**config.mk**
```make
export PLATFORM = sky130hd
export DESIGN_NAME = up_counter_ctrl
export DESIGN_NICKNAME = d
export VERILOG_FILES = /design/src/rtl/up_counter_ctrl.sv
export SDC_FILE = /design/constraint.sdc
export NUM_CORES = 1
export LEC_CHECK = 0
export CORE_MARGIN = 2
export CORE_UTILIZATION = 53
export CTS_BUF_LIST = sky130_fd_sc_hd__clkbuf_2 sky130_fd_sc_hd__clkbuf_4 sky130_fd_sc_hd__clkbuf_8
export DETAILED_ROUTE_END_ITERATION = 10
export GPL_TIMING_DRIVEN = 0
export PLACE_DENSITY = 0.79
export SLEW_MARGIN = 20
export SYNTH_ARGS = -nofsm -noshare
export SYNTH_HDL_FRONTEND = slang
export SYNTH_SLANG_ARGS = --single-unit
```
**constraint.sdc**
```tcl
create_clock -name clk -period 3.15 [get_ports clk]
set_clock_uncertainty 0.15 [all_clocks]
set_input_delay 0.4725 -clock clk [delete_from_list [all_inputs] [get_ports clk]]
set_output_delay 0.4725 -clock clk [all_outputs]
set_load 0.05 [all_outputs]
```
**src/rtl/up_counter_ctrl.sv**
```systemverilog
// up_counter_ctrl
//   Run-control sequencer around a WIDTH-bit up counter. A run is started from
//   IDLE. It counts 0..limit, advancing once every (prescale+1) clocks. On
//   reaching the terminal count it pulses done. In one-shot mode it then stops.
//   In auto-reload mode it wraps back to 0 and keeps running. Runs can be
//   paused (the prescaler phase is kept) or aborted with stop.
//
// Ports
//   clk       rising-edge clock
//   rst       asynchronous reset, active high
//   start     begin a run (only looked at in IDLE)
//   stop      abort to IDLE from any state, clears count
//   pause     level; freezes count and prescaler while high
//   mode      0 = one-shot, 1 = auto-reload (latched at start)
//   limit     terminal count (latched at start)
//   prescale  tick divider, count advances every prescale+1 clocks (latched)
//   count     current count value (registered)
//   busy      high in RUN and HOLD
//   done      one-cycle pulse per terminal event (registered)
module up_counter_ctrl #(
  parameter int WIDTH      = 4,
  parameter int PRESCALE_W = 4
) (
  input  logic                  clk,
  input  logic                  rst,
  input  logic                  start,
  input  logic                  stop,
  input  logic                  pause,
  input  logic                  mode,
  input  logic [WIDTH-1:0]      limit,
  input  logic [PRESCALE_W-1:0] prescale,
  output logic [WIDTH-1:0]      count,
  output logic                  busy,
  output logic                  done
);

  typedef enum logic [1:0] {
    IDLE = 2'd0,
    RUN  = 2'd1,
    HOLD = 2'd2,
    DONE = 2'd3
  } state_t;

  state_t                state, state_nx;

  // Run parameters captured at start; inputs are ignored for the rest of a run.
  logic [WIDTH-1:0]      lim_q, lim_nx;
  logic [PRESCALE_W-1:0] psc_q, psc_nx;
  logic                  auto_q, auto_nx;

  // Prescaler phase: counts 0..psc_q, a tick happens when it reaches psc_q.
  logic [PRESCALE_W-1:0] div_q, div_nx;

  logic [WIDTH-1:0]      count_nx;
  logic                  done_nx;

  logic                  tick;
  logic                  at_limit;

  assign tick     = (div_q == psc_q);
  assign at_limit = (count == lim_q);

  // busy comes straight from the state register. It therefore drops on the
  // same edge that enters DONE, which is the edge that raises done.
  assign busy = (state == RUN) || (state == HOLD);

  // ---------------------------------------------------------------------------
  // State and datapath registers
  // ---------------------------------------------------------------------------
  always_ff @(posedge clk or posedge rst) begin
    if (rst) begin
      state  <= IDLE;
      count  <= '0;
      done   <= 1'b0;
      div_q  <= '0;
      lim_q  <= '0;
      psc_q  <= '0;
      auto_q <= 1'b0;
    end else begin
      state  <= state_nx;
      count  <= count_nx;
      done   <= done_nx;
      div_q  <= div_nx;
      lim_q  <= lim_nx;
      psc_q  <= psc_nx;
      auto_q <= auto_nx;
    end
  end

  // ---------------------------------------------------------------------------
  // Next-state / datapath control. Per-cycle priority is stop > pause > tick.
  // ---------------------------------------------------------------------------
  always_comb begin
    state_nx = state;
    count_nx = count;
    div_nx   = div_q;
    lim_nx   = lim_q;
    psc_nx   = psc_q;
    auto_nx  = auto_q;
    done_nx  = 1'b0;

    unique case (state)
      IDLE: begin
        // start is honoured only without a simultaneous stop.
        if (start && !stop) begin
          lim_nx   = limit;
          psc_nx   = prescale;
          auto_nx  = mode;
          count_nx = '0;
          div_nx   = '0;
          state_nx = RUN;
        end
      end

      RUN: begin
        if (stop) begin
          count_nx = '0;
          div_nx   = '0;
          state_nx = IDLE;
        end else if (pause) begin
          // Nothing advances on the pausing cycle. The prescaler phase is
          // left as it is so the interrupted period resumes where it stopped.
          state_nx = HOLD;
        end else if (tick) begin
          div_nx = '0;
          if (at_limit) begin
            // Terminal event. The comparison against the limit means the
            // count never relies on natural WIDTH-bit overflow.
            done_nx = 1'b1;
            if (auto_q) begin
              count_nx = '0;
            end else begin
              state_nx = DONE;
            end
          end else begin
            count_nx = count + WIDTH'(1);
          end
        end else begin
          div_nx = div_q + PRESCALE_W'(1);
        end
      end

      HOLD: begin
        if (stop) begin
          count_nx = '0;
          div_nx   = '0;
          state_nx = IDLE;
        end else if (!pause) begin
          // The release cycle is also frozen. Counting resumes on the next clock.
          state_nx = RUN;
        end
      end

      DONE: begin
        // Single-cycle state. The final count stays visible in IDLE unless the
        // run is explicitly stopped.
        state_nx = IDLE;
        if (stop) begin
          count_nx = '0;
          div_nx   = '0;
        end
      end

      default: begin
        state_nx = IDLE;
      end
    endcase
  end

endmodule

```
# Yosys cells after proc, flatten, opt, wreduce, memory -nomap -nowiden
# Cells that the tools add are included.
# Widths: inputs -> output; s select.
[op_classes]
add_sub_neg = 2
eq_ne = 14
mux = 26
reduce_logical = 9
[ops]
columns = ["operator", "n"]
rows = [
  ["$mux 4", 10],
  ["$pmux 4 s3", 2],
  ["$mux 2", 8],
  ["$ne 4x4->1 const B", 4],
  ["$reduce_and 5->1", 2],
  ["$ne 3x3->1 const B", 3],
  ["$add 4x1->4 const B", 2],
  ["$eq 4x4->1", 2],
  ["$pmux 2 s4", 1],
  ["$mux 1", 5],
  ["$eq 2x2->1 const B", 2],
  ["$reduce_and 3->1", 1],
  ["$eq 2x1->1 const B", 1],
  ["$logic_not 2->1", 1],
  ["$ne 2x1->1 const B", 1],
  ["$ne 2x2->1 const B", 1],
  ["$reduce_and 2->1", 1],
  ["$reduce_or 2->1", 1],
  ["$logic_and 1x1->1", 1],
  ["$logic_not 1->1", 1],
  ["$logic_or 1x1->1", 1],
]
[word_totals]
regBits = 20
input_bits = 14
output_inout_bits = 6
word_cells = 58

# Longest topological paths before layout
[depth]
depth_word = 6
depth_mapped = 6
depth_no_buf = 6

# Worst setup path after synthesis
# No wires, ideal clock.
[synth_path]
path_kind = "reg-to-reg"
startpoint = "reg count[3]"
endpoint = "reg count[3]"
setup_ns = 0.124
arrival_time_ns = 1.868
slack_ns = 1.008
path_stages_with_launch = 5
n_path_buf = 0
period_less_slack_ns = 2.142
cell_sequence = "dfrtp_1 -> xor2_1 -> or4_1 -> o2111a_1 -> a211o_1"
[synth_via]
elab_chain_cells = 6
word_cells_on_any_way = 9
classes_between = "1 x add/sub; 2 x eq/ne; 5 x mux; 1 x reduce/logical"
[synth_rtl]
columns = ["item", "line_no", "source"]
rows = [
  ["from (decl)", "32", "output logic [WIDTH-1:0] count,"],
  ["from (signal assigned)", "81", "count <= count_nx;"],
  ["$add 4x1->4 or $eq 4x4->1 (tied branches)", "136, 61", ""],
  ["$mux 4", "126", "if (at_limit) begin"],
  ["$mux 4", "124", "end else if (tick) begin"],
  ["$mux 4", "120", "end else if (pause) begin"],
  ["$mux 4", "116", "if (stop) begin"],
  ["$pmux 4 s3", "102", "unique case (state)"],
]
# Several ways; a longest one is shown, not always the timed one. The select of a mux whose other input is x is not followed.
# A chain may end at the register's enable or synchronous reset.

# Final worst setup path
[layout_path]
startpoint = "reg state[0]"
endpoint = "out busy"
[layout_via]
elab_chain_cells = 2
word_cells_on_any_way = 3
classes_between = "2 x eq/ne; 1 x reduce/logical"
[layout_rtl]
columns = ["item", "line_no", "source"]
rows = [
  ["from (decl)", "44", "state_t state, state_nx;"],
  ["from (signal assigned)", "80", "state <= state_nx;"],
  ["$eq 2x1->1 or $eq 2x2->1 (tied branches)", "65", "assign busy = (state == RUN) || (state == HOLD);"],
  ["$logic_or 1x1->1 (*)", "65", ""],
  ["to (decl)", "33", "output logic busy,"],
]
# Mark *: on every way between the ends. The rest lies on a longest branch, timed or not.

==> impl_metrics.toml <==
[sta]
hold_slack_ns = 0.369
finalSetupViolCount = 0
fmax_ghz = 0.392
setup_ws_ns = 0.597
fin_tns_setup_ns = 0
rsz0062_at_grt = "no"
period_minus_slack_ns = 2.55
period_share_pct = 81.0
finalMaxSlewViolations = 0
slew_headroom_pct = 50.0
tightest_slew_ns = 0.749
final-hold-violation-count = 0

[finish]
multi_input_area_um2 = 627
fin_nets = 148
regArea_um2 = 500
area_growth_syn_to_layout_pct = 21.4
drive_above_1_share_pct = 13.6
antenna_cells = 0
fillCellCount = 161
final_common_cell = "dfrtp_1"
mostFrequentLayoutCells = "dfrtp_1 (20), clkdlybuf4s50_1 (19), mux2_2 (10), inv_1 (7), ha_1 (7)"

[clocking]
post_cts_buffers = 0
clk_pin_slew_ns = 0.10
cts-root-buf = "clkbuf_4"
cts_buffer_depth = 2
ctsHoldBuffers = 0
htree_levels = 1
clk_latency_ns = 0.30
ctsResizeCount = 0
cts_tree = "built"
cts_buffers = 3
cts_sinks = 20

[critical_path]
crit_chain = "inv_1 > ha_1 > clkdlybuf4s50_1"
start_kind = "flip-flop"
reg2regPathDepth = 6
startpoint = "state[0]$_DFFE_PP0P_"
crit_fanout = 4
r2r-end = "count[1]$_DFFE_PP0P_"
crit_slowest_cell = "clkdlybuf4s50_1"
rr_startpoint = "state[1]$_DFFE_PP0P_"
crit_path_end_kind = "output pin"
rrSetupSlack_ns = 0.68
cp.arrival_ns = 1.93
endpoint = "busy"
cpPeakStageDelay_ns = 0.79
crit_type = "reg -> out"
cp.required_ns = 2.53

[outcome]
status = "finished, final reports clean"

[floorplan]
dieHeight_um = 50.7
die-area_um2 = 2570
start_util_pct = 57.6
ios = 20
core_um2 = 2000
die_width_um = 50.7
num_rows = 16

[placement]
io_buffers = 19
place_worst_setup_slack_ns = 0.515
gp_congestion = 0.763
dp_hpwl_mm = 1.70

[route]
postRouteAntennaNets = 0
drtIter0Drc = 20
route.vias.total = 876
wire_per_inst_um = 13.9
drtPass1Iterations = 5
drc = 0
wirelength_mm = 2.12
via_per_inst = 5.76

[logic_synthesis]
ys.flop_type = "dfrtp_1"
ys_seq_elements = 20
synth_top_area_share_pct = 43.4
synth_fp_nets = 124
seq_area_frac_synth_pct = 43.4
syn_avg_cell_area_um2 = 11.2
synthesis.area_um2 = 1150
synth_cell_type_count = 38
netlist_instances = 103
yosysWarnings = 0
async_flop_share_pct = 100
synth_area_leaders = "dfrtp_1 (43%), mux2_2 (9.8%), ha_1 (7.6%)"
yosys.area.top_type = "dfrtp_1"
synth_edf_count = 0

[power_and_ir_drop]
powerDensity_nw_per_um2 = 758
p_leak_nw = 0.614
irDropWorstVdd_mv = 0.414

[global_routing]
antenna_found_initial = 0
overflow = 0
grt_pass1_vias = 872
grt_pass1_wl_mm = 3.71
grt_max_degree = 21
track_usage_pct = 19.0

[min_path]
min-delay-path-class = "reg -> reg"

[flow_run]
drv_cap = 0
## logic make-up (layout without fill, tap and decap cells)
kind of cell	Yosys count	in the layout	share of synthesized area, %
AO/OA/AOI/OAI	19	19	14.1
XOR/XNOR	8	8	6.07
adder cells (fa/ha/maj)	7	7	7.59
buffers and inverters	7	29	2.28
flip-flops	20	20	43.4
multiplexers	12	12	11.5
AND/OR/NAND/NOR	30	30	15.1
## area by class of cell
cell class              instances  share of cell area, %
clock buffers                   3                   1.61
repair buffers                 19                   13.6
flip-flops and latches         20                   35.7
well taps                      27                   2.41
inverters                       7                   1.88
multi-input cells              76                   44.8
## per-stage QoR
stage	total power, mW	cells	util [%]	cell area [µm²]
3_3_place_gp	0.921	149	68.8	1380
2_1_floorplan	0.814	103	-	1150
5_1_grt	1.14	152	69.9	1400
3_5_place_dp	0.945	149	68.8	1380
4_1_cts	1.06	152	69.9	1400
6_report	1.06	152	69.9	1400
## routing by layer
metal	global-route usage [%]	vias to the layer above	wire (µm)
met1	24.6	423	971
met5	0	-	0
li1	-	428	-
met2	32.9	22	1040
met3	2.68	3	80
met4	5.41	0	21
## power by group
group	leakage (nW)	total (mW)	switching, mW	internal [mW]
clock network	0.0138	0.119	0.0743	0.0446
logic	0.343	0.531	0.304	0.227
registers	0.257	0.411	0.0727	0.339
total	0.614	1.06	0.451	0.610
## sequential cells by signal, indices dropped and copies added (netlist names)
register and cells:
auto_q 1, state 2, psc_q 4, done 1, count 4, div_q 4, lim_q 4
## worst min-delay path by stage
stage	to	startpoint	slack (ns)	cells after the start
2_1_floorplan	auto_q$_DFFE_PP0P_	rst	0.29	1
3_3_place_gp	auto_q$_DFFE_PP0P_	auto_q$_DFFE_PP0P_	0.35	1
3_5_place_dp	auto_q$_DFFE_PP0P_	auto_q$_DFFE_PP0P_	0.35	1
4_1_cts	auto_q$_DFFE_PP0P_	auto_q$_DFFE_PP0P_	0.37	1
5_1_grt	auto_q$_DFFE_PP0P_	auto_q$_DFFE_PP0P_	0.40	1
6_report	auto_q$_DFFE_PP0P_	auto_q$_DFFE_PP0P_	0.37	1
## critical path, delay by kind of cell (launching register included)
family	cells	cell delay, ns
flops	1	0.42
buf+inv	2	0.91
fa+ha+maj	1	0.30
## cell usage after synthesis (2+ instances only)
library cell  count
nand3_1           4
mux2i_1           2
or4_1             3
xor2_1            4
ha_1              7
a21oi_1           2
nand2b_1          2
inv_1             7
and3_2            2
nor2b_1           2
mux2_2           10
dfrtp_1          20
xnor2_1           4
o21ai_0           2
o41ai_1           2
nand2_1           5
nor2_1            4
No activity file was read; power rests on OpenSTA's default activity.
